### src/rtl/dmem_port_arbiter_pkg.sv
// Shared types and constants for the data-memory port arbiter:
// FSM state and owner encodings plus the host-win arbitration rule.
package dmem_port_arbiter_pkg;

    typedef enum logic [1:0] {
        ARB_IDLE  = 2'd0,
        ARB_ISSUE = 2'd1,
        ARB_WAIT  = 2'd2,
        ARB_RESP  = 2'd3
    } arb_state_e;

    typedef enum logic {
        OWN_CPU  = 1'b0,
        OWN_HOST = 1'b1
    } arb_owner_e;

    localparam int STARVE_W = 4;
    localparam logic [STARVE_W-1:0] STARVE_MAX = 4'd15;

    // Wide enough for the largest legal read latency (3).
    localparam int LAT_W = 2;

    // cpu normally wins; host takes the port when alone or when it has been starved.
    function automatic logic host_wins(input logic host_req,
                                       input logic cpu_req,
                                       input logic host_force);
        return host_req && (!cpu_req || host_force);
    endfunction

endpackage

### src/rtl/dmem_port_arbiter_starve_counter.sv
// Counts consecutive arbitrations the host lost while requesting and
// raises host_force once that count reaches the configured bound.
module arb_starve_counter
    import dmem_port_arbiter_pkg::*;
#(
    parameter int MAX_WAIT = 4
) (
    input  logic clk,
    input  logic rst_n,
    input  logic inc,
    input  logic clr,
    output logic host_force
);

    logic [STARVE_W-1:0] count;

    always_ff @(posedge clk) begin
        if (!rst_n) begin
            count <= '0;
        end else if (clr) begin
            count <= '0;
        end else if (inc && (count != STARVE_MAX)) begin
            count <= count + 1'b1;
        end
    end

    assign host_force = (count >= STARVE_W'(MAX_WAIT));

endmodule

### src/rtl/dmem_port_arbiter.sv
// Non-pipelined arbiter sharing the single-port data memory between the
// cpu ACCESS_MEMORY stage (priority) and the host load/readback port.
module dmem_port_arbiter
    import dmem_port_arbiter_pkg::*;
#(
    parameter int ADDR_W        = 8,
    parameter int DATA_W        = 16,
    parameter int MEM_LAT       = 1,
    parameter int HOST_MAX_WAIT = 4
) (
    input  logic              clk,
    input  logic              rst_n,
    input  logic              cpu_req,
    input  logic              cpu_we,
    input  logic [ADDR_W-1:0] cpu_addr,
    input  logic [DATA_W-1:0] cpu_wdata,
    output logic              cpu_gnt,
    output logic              cpu_rvalid,
    input  logic              host_req,
    input  logic              host_we,
    input  logic [ADDR_W-1:0] host_addr,
    input  logic [DATA_W-1:0] host_wdata,
    output logic              host_gnt,
    output logic              host_rvalid,
    output logic [DATA_W-1:0] rd_data,
    output logic              mem_en,
    output logic              mem_we,
    output logic [ADDR_W-1:0] mem_addr,
    output logic [DATA_W-1:0] mem_wdata,
    input  logic [DATA_W-1:0] mem_rdata,
    output logic              busy
);

    arb_state_e       state;
    arb_owner_e       owner;
    logic [LAT_W-1:0] lat_cnt;

    logic host_force;
    logic host_win;
    logic cpu_win;
    logic starve_inc;
    logic starve_clr;

    assign host_win = host_wins(host_req, cpu_req, host_force);
    assign cpu_win  = cpu_req && !host_win;

    // Starvation bookkeeping only moves on IDLE decision edges.
    assign starve_inc = (state == ARB_IDLE) && cpu_win && host_req;
    assign starve_clr = (state == ARB_IDLE) && !starve_inc;

    arb_starve_counter #(
        .MAX_WAIT(HOST_MAX_WAIT)
    ) u_starve (
        .clk       (clk),
        .rst_n     (rst_n),
        .inc       (starve_inc),
        .clr       (starve_clr),
        .host_force(host_force)
    );

    // mem_addr/mem_wdata double as the registered copy of the winning request.
    always_ff @(posedge clk) begin
        if (!rst_n) begin
            state       <= ARB_IDLE;
            owner       <= OWN_CPU;
            lat_cnt     <= '0;
            rd_data     <= '0;
            cpu_gnt     <= 1'b0;
            host_gnt    <= 1'b0;
            cpu_rvalid  <= 1'b0;
            host_rvalid <= 1'b0;
            mem_en      <= 1'b0;
            mem_we      <= 1'b0;
            mem_addr    <= '0;
            mem_wdata   <= '0;
            busy        <= 1'b0;
        end else begin
            cpu_gnt     <= 1'b0;
            host_gnt    <= 1'b0;
            cpu_rvalid  <= 1'b0;
            host_rvalid <= 1'b0;
            mem_en      <= 1'b0;
            mem_we      <= 1'b0;
            unique case (state)
                ARB_IDLE: begin
                    if (host_win || cpu_win) begin
                        owner     <= host_win ? OWN_HOST : OWN_CPU;
                        mem_en    <= 1'b1;
                        mem_we    <= host_win ? host_we : cpu_we;
                        mem_addr  <= host_win ? host_addr : cpu_addr;
                        mem_wdata <= host_win ? host_wdata : cpu_wdata;
                        cpu_gnt   <= cpu_win;
                        host_gnt  <= host_win;
                        busy      <= 1'b1;
                        state     <= ARB_ISSUE;
                    end
                end
                ARB_ISSUE: begin
                    if (mem_we) begin
                        busy  <= 1'b0;
                        state <= ARB_IDLE;
                    end else begin
                        lat_cnt <= LAT_W'(MEM_LAT);
                        state   <= ARB_WAIT;
                    end
                end
                ARB_WAIT: begin
                    lat_cnt <= lat_cnt - 1'b1;
                    if (lat_cnt == LAT_W'(1)) begin
                        rd_data     <= mem_rdata;
                        cpu_rvalid  <= (owner == OWN_CPU);
                        host_rvalid <= (owner == OWN_HOST);
                        state       <= ARB_RESP;
                    end
                end
                ARB_RESP: begin
                    busy  <= 1'b0;
                    state <= ARB_IDLE;
                end
                default: begin
                    busy  <= 1'b0;
                    state <= ARB_IDLE;
                end
            endcase
        end
    end

endmodule
### config.mk
export PLATFORM = sky130hd
export DESIGN_NAME = dmem_port_arbiter
export DESIGN_NICKNAME = d
export VERILOG_FILES = /design/src/rtl/dmem_port_arbiter_pkg.sv /design/src/rtl/dmem_port_arbiter_starve_counter.sv /design/src/rtl/dmem_port_arbiter.sv
export SDC_FILE = /design/constraint.sdc
export NUM_CORES = 1
export LEC_CHECK = 0
export ABC_AREA = 1
export BUFFER_PORTS_ARGS = -buffer_cell sky130_fd_sc_hd__clkbuf_2
export CORE_UTILIZATION = 46
export DETAILED_ROUTE_END_ITERATION = 7
export PLACE_DENSITY_LB_ADDON = 0.12
export SLEW_MARGIN = 20
export SYNTH_ARGS = -nofsm -noshare
export SYNTH_HDL_FRONTEND = slang
export SYNTH_SLANG_ARGS = --single-unit
### constraint.sdc
create_clock -name clk -period 1.48 [get_ports clk]
set_input_delay 0.37 -clock clk [delete_from_list [all_inputs] [get_ports clk]]
set_output_delay 0.37 -clock clk [all_outputs]
set_load 0.02 [all_outputs]
==> impl_summary.md, run 1 <==
Status
The run finished with clean final reports.

Routing
The highest layer used for signal routing is met4. The overall via count from detail_route is 2390. The detailed-route DRC error count is 0.

Wire segments on met3 add up to 390 um in the final route. The total detailed-routing wirelength is ~5500 um. The DRC violation total after the first TritonRoute iteration is 89. Dividing the detail-routed via count by the number of cells gives 4.659. Dividing the detail-routed wire length by the instance count gives 10.75 um. The detail route stage leaves a number of antenna-violating nets equal to 0. The detailed-routed wire length on met2 is 2570 um.

In the final routing, the length of wire on met1 measures 2504 um. The length of the first detailed-routing pass in iterations is 4.

Synthesis
The gate count after technology mapping is about 330. The number of warnings issued by yosys is 0. The cell area that synthesis handed to floorplanning was 0.002479 mm2.

The synthesized netlist net count is 404. The proportion of register bits with asynchronous set or reset after synthesis is 0%. The number of flip-flops and latches in the synthesized netlist is 56.

The count of unique library cells instantiated by Yosys is 25. The number of enable flip-flop cells after synthesis is 0. Of the synthesized area, sequential elements account for 45.23%. The average instance area after synthesis is roughly 7.5 um2. The most common flop cell mapped by yosys is dfxtp_1.

Die
The die covers 0.005686 mm2. Measured along the x axis, the die boundary spans 75.41 um. The total core area is 0.005140 mm2. The die span in y is 75.41 um. The initial cell density of the core is 48.22%. The floorplan has 26 rows.

For this design the top-level I/O count stands at 117.

Clock tree
The hold buffer count at cts is 0. Counting the buffers created by CTS gives 5. The clock transition at the registers of the reported paths is 90 ps. The post-CTS setup buffer count is 0. Clock tree synthesis selected as its root buffer the cell clkbuf_8. The number of gates resized after CTS was 0. The count of H-tree levels built during CTS is 2. The clock net in this run drives a total of 56 sinks. The clock passes through at most 2 buffers. The clock insertion delay at the later pin of the skew report is between 200 and 300 ps. TritonCTS built the clock tree.

Place
The count of port buffers added during placement is ~120. The placer congestion estimate is between 0.7 and 0.8. After detailed placement, the total cell area comes to slightly above 0.003 mm2. The estimated wirelength of the detail-placed design is 4170 um.

Final layout
The number of antenna diodes in the final layout is 0. The fill cell instance count of the final layout is around 500. The final layout contains roughly 520 nets. Leaving out fill and tap cells, the most frequent cells in the layout are nand2_1 (144), clkbuf_2 (116), dfxtp_1 (56). The fraction of final layout cells sized beyond drive strength 1 is 37.02%. The library cell used most frequently in the layout, excluding fill and tap cells, is nand2_1. The design area is 0.003153 mm2. From synthesis to final layout, the design area changed by 27.21%.

Global routing
The initial antenna violation count is 0. The via count of the first global-routing pass is 2006. The first global-routing pass estimated roughly 8600 um of wire.

The global-route congestion overflow total is 0. Global routing used between 10% and 20% of the available tracks. The maximum number of pins on one net before global-route repair is 29.

Pwr
The leakage dissipation is around 0.0017 uW. Across the VDD grid, the largest voltage drop is 0.4102 mV. The power per standard cell area is around 1000 mW/mm2.

Timing
The tightest hold margin is between 300 and 400 ps. Setup repair after global routing left no endpoint under its margin. The transition time at the pin with the least slew margin is 375.2 ps. The worst clock skew on the final layout is 3.852 ps.

The post-layout minimum cycle time is 1254 ps. The max-slew violation count is 0. Based on the critical path, the design can be clocked at up to 797.2 MHz. Setup violations remaining at the end of the flow were counted as 0. The worst slew margin relative to its limit is 74.95%. The portion of the clock cycle consumed by the worst path in the final layout is 84.76%. The accumulated negative setup slack is 0 ps. The hold violation total from the final report was 0.

Worst hold path
In this run the worst hold path is classified as input port to flip-flop.

Setup path
The critical path is of the flip-flop to flip-flop type. STA classifies the critical path startpoint as a flip-flop. The kind of capture point of the worst setup path is a flip-flop.

Data on the critical path is required at its endpoint by between 1500 and 2000 ps. The arrival time reported for the critical path endpoint is about 1400 ps. The largest fanout of any net on the critical path is 18.

Job
Across the run, the number of max-cap violations was 0.
## metal layers
layer / track usage (%) / vias up
met1: 25.29 / 1033
met4: 4.938 / 0
met2: 32.54 / 81
met3: 5.820 / 7
li1: - / 1269
met5: 0 / -
## report_power, final
group          switching [uW]  internal, uW  leakage, uW
registers                73.7          1640     0.000457
clock network             430           306    0.0000359
logic                     545           306      0.00117
total                    1050          2250      0.00166
## cell usage after synthesis, types with 2 or more instances
cell / count / share of area, %
a21oi_1: 13 / 2.6
a21oi_2: 8 / 2.8
buf_1: 2 / 0.30
buf_2: 7 / 1.4
buf_6: 8 / 3.6
dfxtp_1: 56 / 45
ha_1: 2 / 1.0
inv_1: 11 / 1.7
inv_2: 8 / 1.2
nand2_1: 144 / 22
nand2_2: 4 / 1.0
nand2_4: 2 / 0.91
nand3_1: 35 / 7.1
nand3_2: 8 / 3.2
nor2_1: 11 / 1.7
nor2_2: 3 / 0.76
nor3_1: 2 / 0.40
## final cells by class
cell class / count / area (um2) / area share, %
inverters: 19 / 71.32 / 2.262
flip-flops and latches: 56 / 1121 / 35.56
well taps: 70 / 87.58 / 2.778
clock buffers: 5 / 68.82 / 2.183
repair buffers: 124 / 665.6 / 21.11
multi-input cells: 239 / 1139 / 36.11
## flip-flops by register name, summed over array words and instances (netlist names), named ones only
register and count:
mem_wdata 16, cpu_rvalid 1, host_gnt 1, state 1, host_rvalid 1, u_starve.count 4
busy 1, owner 1, lat_cnt 2, rd_data 16, cpu_gnt 1, mem_en 1
mem_addr 8, mem_we 1
## cells by family (layout without fill, tap and decap cells)
| kind of cell | Yosys count | after routing | share of synthesized area [%] |
|---|---|---|---|
| flops | 56 | 56 | 45.23 |
| simple gates | 213 | 213 | 38.72 |
| compound gates | 24 | 24 | 6.209 |
| buf+inv | 37 | 148 | 8.834 |
| fa+ha+maj | 2 | 2 | 1.009 |
## per-stage QoR
step / utilization (%) / total power, uW / worst slack, ps / std cells
2_1_floorplan: - / 2326 / 271.4 / 332
3_3_place_gp: 60.00 / 2588 / 188.5 / 508
3_5_place_dp: 60.00 / 2604 / 140.7 / 508
4_1_cts: 61.34 / 3342 / 209.7 / 513
5_1_grt: 61.34 / 3498 / 113.9 / 513
6_report: 61.34 / 3297 / 225.6 / 513
## worst max-delay path, cell delays in order (launching register included)
cell and delay [ps]:
dfxtp_1 380, inv_2 60, nor2_2 210, nand2_2 280
nand2_1 160, a21oi_2 60
## final timing paths
kind                             endpoint  cells past startpoint               start  slack [ps]
setup / recovery  rd_data[9]$_SDFFE_PN0P_                      5           flip-flop         230
hold reg to reg     cpu_rvalid$_SDFF_PN0_                      1  owner$_SDFFE_PN0P_         440
setup reg to reg  rd_data[9]$_SDFFE_PN0P_                      5           flip-flop         230
hold / removal          mem_we$_SDFF_PN0_                      3              cpu_we         300
Power figures use the tool's default switching activity.
==> inputs of run 2 (changes only) <==
- ABC_AREA: 1 -> 0
- clock period: 1.48 -> 1.2 ns (I/O delays scaled with it)
==> run 2 against run 1 <==
Compared with the run above:
- the run now ends with negative setup slack left
- first-iteration DRC count up 16%
- die area fell by 1.1%
- clock-buffer cell count is 1 higher
- non-clock buffer count rose by 27
- synthesized cell count fell by 8.1%
- critical path type unchanged
==> impl_summary.md, run 2 <==
Synthesis
The average instance area after synthesis was 8.036 um2 (+7.6%). The total standard cell area after synthesis is 0.002451 mm2 (-1.1%). The sequential share of the synthesized area was 45.74% (+0.51 points). The number of enable flip-flop cells after synthesis is 0 (unchanged). The leading area contributor after synthesis is dfxtp_1. The proportion of register bits with asynchronous set or reset after synthesis is 0% (unchanged). After synthesis, the most frequently instantiated cells are nand2_1 (82), dfxtp_1 (56), a21oi_1 (26), nor3_1 (25). Among all cell types in the netlist, the one instantiated most often is nand2_1.

The area fraction of the dominant cell type after synthesis is 45.74% (+0.51 points). The number of flip-flops and latches in the synthesized netlist was 56 (unchanged). The most common flop cell mapped by yosys is dfxtp_1. Sorting the synthesized cells by area gives the leading types as dfxtp_1 (46%), nand2_1 (13%), a221o_1 (9.0%). The synthesized netlist net count is 377 (-6.7%).

The count of unique library cells instantiated by Yosys is 33 (+32%). The number of warnings issued by yosys was 0 (unchanged). The gate count after technology mapping came to 305 (-8.1%).

Global routing
The global-route usage over all layers was 23.45% (+3.8 points). The initial antenna violation count is 0 (unchanged). The via count of the first global-routing pass is 2392 (+19%).

The first-pass GRT wire length is 10240 um (+18%). The maximum number of pins on one net before global-route repair is 28 (-3.4%). The global-route congestion overflow total came to 0 (unchanged).

Final layout
In the final layout, the registers with the most flip-flops are mem_wdata (16), rd_data (16), mem_addr (8). The layout net count is 504 (-2.5%). The number of cells in the finished layout apart from fillers is 503 (-1.9%). The most frequent standard cell in the layout excluding fill and tap cells is clkbuf_2. The antenna diode instance count is 0 (unchanged).

The fraction of final layout cells sized beyond drive strength 1 came to 49.42% (+12 points). Relative to the synthesized area, the layout overhead comes to 51.76%. The end-of-flow core utilization is 72.83% (+11 points). In the layout the commonest cells are clkbuf_2 (115), nand2_1 (66), dfxtp_1 (50).

Setup path
The total buffers and inverters traversed by the critical path is 0 (-1). The required time of the critical path is 1440 ps (-230 ps). The most critical setup path has its startpoint at u_starve.count[3]$_SDFFE_PP0P_. The worst stage delay on the critical path came to 430 ps (+50 ps).

The kind of capture point of the worst setup path is a flip-flop. Among all stages on the critical path, the largest delay is contributed by or4_4. The category of the worst setup path launch point is a flip-flop. The setup path with the least slack is of type flip-flop to flip-flop. The largest fanout of any net on the critical path is 3 (-15).

The signal on the critical path passes through or3b_4, or4_4, a21oi_2. The arrival time reported for the critical path endpoint came to 1610 ps (+170 ps). The kind of cell with the highest combined delay along the critical path is simple AND/OR/NAND/NOR gates.

In this run the critical register-to-register path is launched from u_starve.count[3]$_SDFFE_PP0P_.

Place
The placer congestion estimate came to 0.8510 (+14%). The number of placed instances, taps included is 492 (-3.1%). The estimated wirelength of the detail-placed design is 4676 um (+12%). The count of port buffers added during placement came to 116 (unchanged).

Timing
Setup repair after global routing could not meet its margin everywhere. The post-layout minimum cycle time is 1365 ps (+110.1 ps). The final worst slack was -164.5 ps (-390.1 ps).

The transition time at the pin with the least slew margin is 354.1 ps (-21.09 ps). The hold violation total from the final report is 0 (unchanged). The highest clock frequency the design can meet is 732.9 MHz (-8.1%).

The worst slew margin relative to its limit is 76.39% (+1.4 points). The worst clock skew on the final layout came to 3.507 ps (-0.3447 ps). The final setup violation count is 30 (+30). The portion of the clock cycle consumed by the worst path in the final layout is 113.7% (+29 points). The max-slew violation count is 0 (unchanged).

The accumulated negative setup slack came to -3157 ps (-3157 ps).

Clock tree
The count of H-tree levels built during CTS came to 2 (unchanged). The clock insertion delay at the later pin of the skew report is 300 ps (about the same). The clock transition at the registers of the reported paths is 90 ps (about the same). In this run the clock root is driven by a clkbuf_8. The CTS sink count was 56 (unchanged).

The maximum number of buffers from clock root to sink is 2 (unchanged). The TritonCTS buffer count is 5 (unchanged). TritonCTS built the clock tree.

Die
The die span in y is 75.00 um (-0.54%). The initial cell density of the core is 47.99% (-0.23 points). The horizontal die dimension is 75.00 um (-0.54%). The floorplan row count was 26 (unchanged). The floorplan die area is 0.005624 mm2 (-1.1%). The I/O pin count is 117 (unchanged).

The total core area is 0.005107 mm2 (-0.63%).

Pwr
The maximum VDD drop came to 0.7562 mV (+84%). The power per standard cell area is 1226 mW/mm2 (+17%). The leakage dissipation came to 0.001727 uW (+3.9%).

Worst hold path
The min-delay analysis places its worst path in the category input port to flip-flop. In this run the most critical hold path is launched from mem_rdata[12].

Routing
The overall via count from detail_route came to 2676 (+12%). The wire length per cell is 13.56 um (+26%). The length of the first detailed-routing pass in iterations is 6 (+2). The detailed-route DRC error count is 0 (unchanged). The DRC violation total after the first TritonRoute iteration came to 103 (+16%). The number of routed nets with antenna violations is 0 (unchanged). The via-per-instance ratio is 5.320 (+14%). The total detailed-routing wirelength is 6819 um (+24%).

Status
The final reports fail on negative setup slack. The run finished, with violations left.

Job
The number of max-capacitance violations reported came to 0 (unchanged).
## run 2: metal layers
layer  GRT usage, %  vias to the layer above  wire [um]
li1               -                     1342          -
met1          26.41                     1210       2867
met2          43.84                      113       3398
met3          4.953                       11        468
met4          7.547                        0         85
met5              0                        -          0
## run 2: worst register-to-register path: cells and delay by family, from the launching register on
family | cells | cell delay [ps]
compound gates | 1 | 130
flops | 1 | 350
simple gates | 2 | 830
## run 2: layout make-up
class | count | area [um2]
Multi-Input combinational cell | 214 | 1446
Fill cell | 406 | 1388
Sequential cell | 56 | 1129
Timing Repair Buffer | 151 | 934.6
Tap cell | 70 | 87.58
Clock buffer | 6 | 72.57
Clock inverter | 2 | 35.03
Inverter | 4 | 15.01
## run 2: cells by family (layout without fill, tap and decap cells)
family / count (synthesis) / count (layout) / synth area share [%]
and+or+nand+nor: 153 / 153 / 29.20
AOI/OAI and AO/OA: 56 / 56 / 16.54
DFF: 56 / 56 / 45.74
buffers and inverters: 35 / 163 / 6.278
muxes: 3 / 3 / 1.225
adders and majority gates: 2 / 2 / 1.021
## run 2: stage by stage
step	setup WS, ps	hold WS (ps)	cell area [um2]	power (uW)
6_report	-164.5	207.2	3720	4562
5_1_grt	-194.5	199.9	3720	4793
4_1_cts	-162.4	202.5	3523	4514
3_5_place_dp	-234.0	448.0	3303	3263
3_3_place_gp	-198.0	434.2	3303	3246
2_1_floorplan	-312.0	408.3	2514	2817
## run 2: path summary, 6_finish.rpt
kind         slack (ps)                              to  cells past startpoint
max reg2reg        -160  u_starve.count[0]$_SDFFE_PP0P_                      3
min reg2reg         460           cpu_rvalid$_SDFF_PN0_                      1
max                -160  u_starve.count[0]$_SDFFE_PP0P_                      3
min                 210        rd_data[12]$_SDFFE_PN0P_                      3
## run 2: what timing repair did
action / 4_1_cts / 5_1_grt
hold buffers: 0 / 0
buffers inserted: 1 / 1
cloned: 0 / 1
pin swaps: 5 / 18
hold endpoints to repair: 0 / 0
setup endpoints to repair: 27 / 48
resized for setup: 22 / 46
## run 2: report_power, final
part	switching [uW]	internal, uW
clock	578	620
sequential	91.1	2010
combinational	711	548
